## src/rtl/rx_pkg.sv

```systemverilog
// Shared types and helpers for the MAC Rx frame writer.
package rx_pkg;

    typedef enum logic [2:0] {
        ST_IDLE = 3'd0,
        ST_DATA = 3'd1,
        ST_HDR0 = 3'd2,
        ST_HDR1 = 3'd3,
        ST_DROP = 3'd4
    } state_t;

    localparam int HDR_WORDS = 2;

    // s_axis_tuser field offsets
    localparam int TU_LEN = 0;
    localparam int TU_SRC = 16;
    localparam int TU_DST = 24;
    localparam int TU_TS  = 32;
    localparam int TU_ERR = 96;

    function automatic logic [63:0] pack_hdr0(input logic [15:0] len,
                                              input logic [7:0]  src,
                                              input logic [7:0]  dst);
        return {16'h0, len, 8'h0, dst, 8'h0, src};
    endfunction

    function automatic logic [15:0] strb_bytes(input logic [7:0] strb);
        logic [15:0] n;
        n = '0;
        for (int i = 0; i < 8; i++) begin
            n = n + 16'(strb[i]);
        end
        return n;
    endfunction

endpackage

```

## src/rtl/sat_counter32.sv

```systemverilog
// 32-bit event counter that sticks at all-ones instead of wrapping.
module sat_counter32 (
    input  logic        clk,
    input  logic        reset_n,
    input  logic        inc,
    output logic [31:0] count
);

    always_ff @(posedge clk or negedge reset_n) begin
        if (!reset_n) begin
            count <= '0;
        end else if (inc && (count != '1)) begin
            count <= count + 32'd1;
        end
    end

endmodule

```

## src/rtl/rx_frame_writer.sv

```systemverilog
// Writes MAC Rx frames into a circular buffer slot (2 header words + data) and commits them.
// Optional RX_STRB_LEN_EN: header length counted from beats/tstrb instead of tuser.
//
// state | meaning
// IDLE  | waiting for first beat of a frame
// DATA  | writing payload beats
// HDR0  | writing header word 0 at commit pointer
// HDR1  | writing header word 1, publishing the frame
// DROP  | swallowing the rest of a frame that ran out of space
module rx_frame_writer
    import rx_pkg::*;
#(
    parameter int AW      = 12,
    parameter int MAX_OCC = 2**AW - 64,
    parameter int ERR_BIT = TU_ERR
) (
    input  logic          clk,
    input  logic          reset_n,
    input  logic [63:0]   s_axis_tdata,
    input  logic [7:0]    s_axis_tstrb,
    input  logic [127:0]  s_axis_tuser,
    input  logic          s_axis_tvalid,
    input  logic          s_axis_tlast,
    output logic          s_axis_tready,
    output logic [AW-1:0] wr_addr,
    output logic [63:0]   wr_data,
    output logic          wr_en,
    output logic [AW-1:0] commited_wr_address,
    input  logic [AW-1:0] commited_rd_address,
    output logic [31:0]   frames_ok_cnt,
    output logic [31:0]   drop_full_cnt,
    output logic [31:0]   drop_err_cnt
);

    localparam logic [AW-1:0] HDR_OFS   = AW'(HDR_WORDS);
    localparam logic [AW-1:0] ONE       = AW'(1);
    localparam logic [AW:0]   MAX_OCC_W = (AW+1)'(MAX_OCC);

    state_t        state;
    logic [AW-1:0] aux;
    logic [AW-1:0] occ;
    logic [AW-1:0] frame_start;
    logic [15:0]   len_q;
    logic [7:0]    src_q;
    logic [7:0]    dst_q;
    logic [63:0]   ts_q;
    logic [15:0]   len_first;
    logic [15:0]   len_next;
    logic          beat;
    logic          full;
    logic          err_flag;
    logic          in_frame;
    logic          inc_ok;
    logic          inc_full;
    logic          inc_err;
    logic          unused_inputs;

    assign beat        = s_axis_tvalid & s_axis_tready;
    assign full        = {1'b0, occ} > MAX_OCC_W;
    assign err_flag    = s_axis_tuser[ERR_BIT];
    assign frame_start = commited_wr_address + HDR_OFS;
    assign in_frame    = (state == ST_IDLE) || (state == ST_DATA);

`ifdef RX_STRB_LEN_EN
    assign len_first     = s_axis_tlast ? strb_bytes(s_axis_tstrb) : 16'd8;
    assign len_next      = len_q + len_first;
    assign unused_inputs = ^s_axis_tuser;
`else
    assign len_first     = s_axis_tuser[TU_LEN +: 16];
    assign len_next      = len_q;
    assign unused_inputs = ^{s_axis_tuser, s_axis_tstrb};
`endif

    // Space drop wins over MAC error: a full frame never reaches the error check.
    assign inc_ok   = (state == ST_HDR1);
    assign inc_full = beat & s_axis_tlast & ((in_frame & full) | (state == ST_DROP));
    assign inc_err  = beat & s_axis_tlast & in_frame & ~full & err_flag;

    always_ff @(posedge clk or negedge reset_n) begin
        if (!reset_n) begin
            state               <= ST_IDLE;
            aux                 <= HDR_OFS;
            occ                 <= '0;
            len_q               <= '0;
            src_q               <= '0;
            dst_q               <= '0;
            ts_q                <= '0;
            s_axis_tready       <= 1'b1;
            wr_en               <= 1'b0;
            wr_addr             <= '0;
            wr_data             <= '0;
            commited_wr_address <= '0;
        end else begin
            wr_en <= 1'b0;
            occ   <= aux - commited_rd_address;
            case (state)
                ST_IDLE, ST_DATA: begin
                    if (beat) begin
                        if (state == ST_IDLE) begin
                            len_q <= len_first;
                            src_q <= s_axis_tuser[TU_SRC +: 8];
                            dst_q <= s_axis_tuser[TU_DST +: 8];
                            ts_q  <= s_axis_tuser[TU_TS +: 64];
                        end else begin
                            len_q <= len_next;
                        end
                        if (full) begin
                            aux   <= frame_start;
                            state <= s_axis_tlast ? ST_IDLE : ST_DROP;
                        end else begin
                            wr_en   <= 1'b1;
                            wr_addr <= aux;
                            wr_data <= s_axis_tdata;
                            if (!s_axis_tlast) begin
                                aux   <= aux + ONE;
                                state <= ST_DATA;
                            end else if (err_flag) begin
                                aux   <= frame_start;
                                state <= ST_IDLE;
                            end else begin
                                aux           <= aux + ONE;
                                s_axis_tready <= 1'b0;
                                state         <= ST_HDR0;
                            end
                        end
                    end
                end
                ST_HDR0: begin
                    wr_en   <= 1'b1;
                    wr_addr <= commited_wr_address;
                    wr_data <= pack_hdr0(len_q, src_q, dst_q);
                    state   <= ST_HDR1;
                end
                ST_HDR1: begin
                    wr_en               <= 1'b1;
                    wr_addr             <= commited_wr_address + ONE;
                    wr_data             <= ts_q;
                    commited_wr_address <= aux;
                    aux                 <= aux + HDR_OFS;
                    s_axis_tready       <= 1'b1;
                    state               <= ST_IDLE;
                end
                ST_DROP: begin
                    aux <= frame_start;
                    if (beat && s_axis_tlast) begin
                        state <= ST_IDLE;
                    end
                end
                default: begin
                    aux           <= frame_start;
                    s_axis_tready <= 1'b1;
                    state         <= ST_IDLE;
                end
            endcase
        end
    end

    sat_counter32 u_ok_cnt (
        .clk     (clk),
        .reset_n (reset_n),
        .inc     (inc_ok),
        .count   (frames_ok_cnt)
    );

    sat_counter32 u_full_cnt (
        .clk     (clk),
        .reset_n (reset_n),
        .inc     (inc_full),
        .count   (drop_full_cnt)
    );

    sat_counter32 u_err_cnt (
        .clk     (clk),
        .reset_n (reset_n),
        .inc     (inc_err),
        .count   (drop_err_cnt)
    );

endmodule

```

## config.mk

```make
export PLATFORM = sky130hd
export DESIGN_NAME = rx_frame_writer
export DESIGN_NICKNAME = d
export VERILOG_FILES = /design/src/rtl/rx_pkg.sv /design/src/rtl/sat_counter32.sv /design/src/rtl/rx_frame_writer.sv
export SDC_FILE = /design/constraint.sdc
export NUM_CORES = 1
export LEC_CHECK = 0
export ABC_AREA = 1
export CAP_MARGIN = 10
export CORE_MARGIN = 3
export CORE_UTILIZATION = 53
export CTS_BUF_LIST = sky130_fd_sc_hd__clkbuf_16
export DETAILED_ROUTE_END_ITERATION = 7
export PLACE_DENSITY_LB_ADDON = 0.05
export SLEW_MARGIN = 10
export SYNTH_ARGS = -nofsm -noshare
export SYNTH_HDL_FRONTEND = slang
export SYNTH_HIERARCHICAL = 1
export SYNTH_SLANG_ARGS = --single-unit
```

## constraint.sdc

```tcl
create_clock -name clk -period 5.9 [get_ports clk]
set_clock_uncertainty 0.2 [all_clocks]
set_input_delay 1.475 -clock clk [delete_from_list [all_inputs] [get_ports clk]]
set_output_delay 1.475 -clock clk [all_outputs]
set_load 0.01 [all_outputs]
```

==> results.cfg, run 1 <==
[run_status]
run_status = complete, no violations

[logic_synthesis]
synth_edf_count = 0
ys_seq_area_share_pct = 45.2
async_reset_ff_share_pct = 100
synth-seq-cells = 309
netlist_instances = 2314
synth_area_um2 = 17100
postSynthAreaPerCell_um2 = 7.40
synth_ff_type = dfrtp_1
ys_warn_count = 6
syn_nets = 2549
synth.distinct_cells = 46

[layout]
fillerInstances = 2661
finalNetCount = 2878
final_layout_size_suffix_gt1_share_pct = 5.96
area_growth_pct = 27.9
n_antenna_cell = 0
multi_input_area_um2 = 8050
seqCellArea_um2 = 7730
utilization_pct = 69.1

[sta]
fin_setup_tns_ns = 0
fmax_mhz = 254
post-route-period-util_pct = 66.7
worstMarginPinSlew_ns = 1.17
slew_violations = 0
period_needed_ns = 3.94
setup_viol = 0
rsz0062_at_grt = false
relSlewSlack_pct = 22.1
hold_ws_ns = 0.281
finalHoldViolCount = 0

[global_routing]
antenna_found_initial = 2
grt_first_pass_wirelength_um = 81900
grt_max_degree = 134
track_usage_pct = 29.6
grt_pass1_vias = 16000
gr-total-overflow = 0

[critical_path]
start_kind = input port
r2r_setup_slack_ns = 2.67
path_max_fanout = 6
arrival_ns = 4.15
path_class = in2reg
critPathRequiredTime_ns = 6.11
r2r_end = wr_data[37]$_DFFE_PN0P_
reg2reg_depth = 9
r2r_start = state[2]$_DFFE_PN0P_
end_kind = flop

[clocking]
cts_made_buffers = 36
cts_tree = built
cts_hold_buf = 0
clk_latency_ns = 0.52
cts.sinks = 309
clockBufferDepth = 3
root_buffer = clkbuf_16
cts_resized = 0
htree_levels = 2
post-cts-setup-buffers = 0
clk_pin_slew_ns = 0.06

[placement]
gp_congestion = 0.927
place_hpwl_um = 37400
port-buffer-count = 362

[floorplanning]
dieArea_um2 = 34500
core_um2 = 31700
io_pins = 402
dieHeight_um = 186
rows = 65
start_util_pct = 54.0
die_w_um = 186

[drt]
drc_errors = 0
vias = 16400
firstDrtPassIters = 7
drtAntennaViolNets = 0
wire_per_inst_um = 16.9
drtIter0Drc = 1073
drt-total-wl_um = 51900
vias_per_cell = 5.35

[pwr]
cellLeakagePower_nw = 10.0
p_sw_share_pct = 38.4
p_comb_share_pct = 39.2
power.switching_mw = 3.42
seq_power_share_pct = 38.2
power.internal_mw = 5.48
p_per_area_nw_per_um2 = 406
vdd_drop_max_mv = 0.283
power_frac_clock_pct = 22.6

[hold_path]
hold_path.class = reg2reg
hold_end = wr_data[62]$_DFFE_PN0P_
hp-start = wr_data[62]$_DFFE_PN0P_
holdPathStages = 2

[run]
maxCapViolCount = 0
==> cells by family after synthesis <==
logic type | count (synthesis) | synth area share, %
AO/OA/AOI/OAI | 308 | 9.36
flip-flops | 309 | 45.2
AND/OR/NAND/NOR | 1304 | 32.2
buffers and inverters | 304 | 7.90
XOR/XNOR | 44 | 2.25
adder cells (fa/ha/maj) | 19 | 1.43
multiplexers | 26 | 1.71
==> cells in the final DEF (no fill, tap or decap), types with 16 or more instances in the layout <==
cell	count
nand2_1	760
dfrtp_1	307
nand4_1	41
ha_1	18
mux2_2	26
nor2_1	299
nand3_1	109
clkdlybuf4s50_1	361
o21ai_0	119
xor2_1	16
clkbuf_16	36
inv_1	222
a21oi_1	145
nand3b_1	25
xnor2_1	28
nand2_2	22
==> layer usage <==
metal | up-vias | track usage, % | wire length [µm]
met1 | 7721 | 35.8 | 20700
met2 | 574 | 51.0 | 25100
met3 | 112 | 7.91 | 4130
li1 | 8004 | - | -
met4 | 4 | 10.5 | 1920
met5 | - | 0 | 26
==> cell usage after synthesis (15+ instances only) <==
cell      count  share of area, %
nand4_1      41               1.5
o21ai_0     119               3.5
inv_1       213               4.7
ha_1         18               1.3
nand2_2      22              0.80
mux2_2       26               1.7
nand3b_1     25               1.1
nand2_1     761                17
xnor2_1      28               1.4
a21oi_1     145               4.2
dfrtp_1     307                45
xor2_1       16              0.82
o21ai_1      15              0.44
nor2_1      299               6.6
nand3_1     109               3.2
buf_2        36               1.1
==> critical path, stage by stage <==
cell and delay, ns:
clkdlybuf4s50_1 0.60, inv_1 0.11, nor2_1 0.11, inv_1 0.07
a21oi_1 0.59, inv_1 0.20, nor2_1 0.30, nand2_1 0.08
nor2_1 0.36, nand3_1 0.13, nand2_1 0.08, nand2_1 0.06
==> final cells by class <==
type / count / area share, %
clock buffer: 36 / 4.11
clock inverter: 26 / 0.674
inverter: 221 / 3.79
multi-input combinational: 1701 / 36.7
sequential: 309 / 35.3
tap: 402 / 2.30
timing repair buffer: 374 / 17.1
==> sequential cells by signal, summed over array words and instances (netlist names), 3 cells and up <==
name	cells
u_err_cnt/count	32
len_next	16
occ	12
aux	12
commited_wr_address	12
wr_addr	12
dst_q	8
u_ok_cnt/count	32
wr_data	64
u_full_cnt/count	32
ts_q	64
state	3
src_q	8
==> power groups by stage <==
stage / clock (mW) / combinational [mW] / sequential (mW)
2_1_floorplan: 0 / 2.03 / 3.39
3_3_place_gp: 0 / 3.39 / 3.39
3_5_place_dp: 0 / 3.49 / 3.41
4_1_cts: 2.05 / 3.51 / 3.39
5_1_grt: 2.14 / 3.91 / 3.48
6_report: 2.01 / 3.49 / 3.40
==> metrics by stage <==
step                      cell area, µm²  total power [mW]  worst slack, ns  cells
after floorplan                    17100              5.42             2.45   2314
after global placement             20900              6.78             1.57   3007
after detailed placement           20900              6.89             1.50   3007
after CTS                          21900              8.95             2.06   3069
after global routing               21900              9.53             1.78   3069
final                              21900              8.90             1.96   3069
==> worst max path at each step <==
stage                startpoint                          endpoint
6_report           s_axis_tlast  u_full_cnt/count[26]$_DFFE_PN0P_
5_1_grt            s_axis_tlast  u_full_cnt/count[22]$_DFFE_PN0P_
4_1_cts            s_axis_tlast  u_full_cnt/count[26]$_DFFE_PN0P_
3_5_place_dp       s_axis_tlast  u_full_cnt/count[26]$_DFFE_PN0P_
3_3_place_gp       s_axis_tlast  u_full_cnt/count[22]$_DFFE_PN0P_
2_1_floorplan  s_axis_tuser[96]   u_err_cnt/count[26]$_DFFE_PN0P_
Note: power is estimated with default switching activity, not from simulation.
==> run 2, diff against run 1 <==
--- a/config.mk
+++ b/config.mk
@@ -8,7 +8,7 @@
 export ABC_AREA = 1
 export CAP_MARGIN = 10
 export CORE_MARGIN = 3
-export CORE_UTILIZATION = 53
+export CORE_UTILIZATION = 46
 export CTS_BUF_LIST = sky130_fd_sc_hd__clkbuf_16
 export DETAILED_ROUTE_END_ITERATION = 7
 export PLACE_DENSITY_LB_ADDON = 0.05
==> constraint.sdc (replaced) <==
create_clock -name clk -period 3.2 [get_ports clk]
set_clock_uncertainty 0.2 [all_clocks]
set_input_delay 0.8 -clock clk [delete_from_list [all_inputs] [get_ports clk]]
set_output_delay 0.8 -clock clk [all_outputs]
set_load 0.01 [all_outputs]
==> run 2 against run 1 <==
Effect of this change: critical path depth decreased by 11; register-to-register slack lost 2.0 ns; highest routed layer unchanged; clock-buffer cell count increased by 1; total power up 87%; critical path type is now reg2out.
==> results.cfg, run 2 (synthesis results as in run 1) <==
[layout]
final_layout_size_suffix_gt1_share_pct = 6.99
fillerInstances = 3351
finalInstanceArea_um2 = 22400
area_growth_pct = 30.6
finalNetCount = 2914
reg_top3 = ts_q x64, wr_data x64
final_common_cell = nand2_1
final_cell_mix = 760 x nand2_1, 361 x clkdlybuf4s50_1, 307 x dfrtp_1

[floorplanning]
core_um2 = 36700
start_util_pct = 46.7
die_w_um = 199
dieHeight_um = 199
io_pins = 402
rows = 70
dieArea_um2 = 39600

[clocking]
clockBufferDepth = 3
clk_pin_slew_ns = 0.06
clk_latency_ns = 0.53
root_buffer = clkbuf_16
cts.sinks = 309
cts_tree = built
cts_resized = 0
htree_levels = 2
cts_made_buffers = 36

[critical_path]
arrival_ns = 1.73
start_kind = flop
max_stage_delay_ns = 0.64
path_cells = clkdlybuf4s50_1
r2r_setup_slack_ns = 0.71
slowest_stage = clkdlybuf4s50_1
end_kind = output port
path_class = reg2out
path_max_fanout = 9
cp_num_buf_inv = 1
critPathRequiredTime_ns = 2.20
critPathTopFamily = buffers and inverters

[sta]
rsz0062_at_grt = false
worstMarginPinSlew_ns = 0.518
setup_viol = 0
period_needed_ns = 2.73
slew_violations = 0
fin_setup_tns_ns = 0
finalHoldViolCount = 0
setup_ws_ns = 0.469
relSlewSlack_pct = 65.4
post-route-period-util_pct = 85.4
fmax_mhz = 366

[run_status]
run_status = complete, no violations

[drt]
drtAntennaViolNets = 0
drtIter0Drc = 942
firstDrtPassIters = 5
vias = 16400
wire_per_inst_um = 17.0
drc_errors = 0
drt-total-wl_um = 53900
vias_per_cell = 5.16

[global_routing]
grtUsageMet3_pct = 7.84
gr-total-overflow = 0
use_met2_pct = 44.6
grtUsageMet1_pct = 35.1
grt_pass1_vias = 15900
track_usage_pct = 27.1
antenna_found_initial = 6
grt_max_degree = 78
grt_first_pass_wirelength_um = 85600
busiest_layer = met2

[hold_path]
hold_path.class = reg2reg

[placement]
port-buffer-count = 362
gp_congestion = 0.917
pre_cts_slack_ns = -0.0280
place_hpwl_um = 40300
place_area_um2 = 21300

[pwr]
p_per_area_nw_per_um2 = 744
cellLeakagePower_nw = 10.3
vdd_drop_max_mv = 0.464

[run]
maxCapViolCount = 0
## run 2: changes by cell type in the layout (fill, tap and decap cells not counted), moves of 2 or more
cell      change
clkinv_2      -3
clkinv_1      +4
buf_4        +27
buf_12        +8
inv_6         -2
## run 2: through the flow
step	cells	hold WS [ns]	total power [mW]	util, %
floorplan	2314	0.278	9.99	-
CTS	3171	0.281	16.8	61.0
finish	3172	0.275	16.6	61.0
global route	3172	0.292	17.9	61.0
global placement	3108	0.262	12.8	58.1
detailed placement	3108	0.264	12.9	58.1
## run 2: timing repair
action | in CTS | in global routing
endpoints found under the hold margin | 19 | 0
hold buffers | 1 | 0
setup buffers | 0 | 0
## run 2: worst register-to-register path, delay by kind of cell, from the launching register on
| family | cells | cell delay (ns) |
|---|---|---|
| AO/OA/AOI/OAI | 1 | 0.20 |
| buffers and inverters | 2 | 0.74 |
| flip-flops | 1 | 0.44 |
| AND/OR/NAND/NOR | 3 | 0.75 |
## run 2: final cells by class
class / instances / area [µm²] / area share [%]
flip-flops and latches: 309 / 7730 / 34.6
clock inverters: 25 / 128 / 0.570
diodes: 1 / 2.50 / 0.0112
well taps: 468 / 586 / 2.62
multi-input cells: 1701 / 8050 / 36.0
repair buffers: 410 / 4120 / 18.4
inverters: 221 / 830 / 3.71
clock buffers: 37 / 926 / 4.14
## run 2: metal layers
| layer | vias to the layer above | part of all wire, % |
|---|---|---|
| met5 | - | 0.11 |
| met4 | 10 | 2.2 |
| met3 | 86 | 8.0 |
| met2 | 472 | 47 |
| met1 | 7699 | 42 |
| li1 | 8089 | - |
## run 2: where the power goes
part | internal, mW | total (mW) | switching, mW
combinational | 2.90 | 6.58 | 3.68
clock | 2.16 | 3.78 | 1.62
sequential | 5.28 | 6.29 | 1.01
total | 10.3 | 16.6 | 6.30
## run 2: worst paths after layout
check / startpoint / endpoint / depth (start not counted)
worst max-delay path: commited_wr_address[3]$_DFFE_PN0P_ / commited_wr_address[3] / 1
worst min-delay path: wr_data[56]$_DFFE_PN0P_ / wr_data[56]$_DFFE_PN0P_ / 2
worst max register to register: state[2]$_DFFE_PN0P_ / wr_data[7]$_DFFE_PN0P_ / 6
worst min register to register: wr_data[56]$_DFFE_PN0P_ / wr_data[56]$_DFFE_PN0P_ / 2
max in group asynchronous: reset_n / wr_data[23]$_DFFE_PN0P_ / 4
min in group asynchronous: reset_n / u_err_cnt/count[4]$_DFFE_PN0P_ / 2
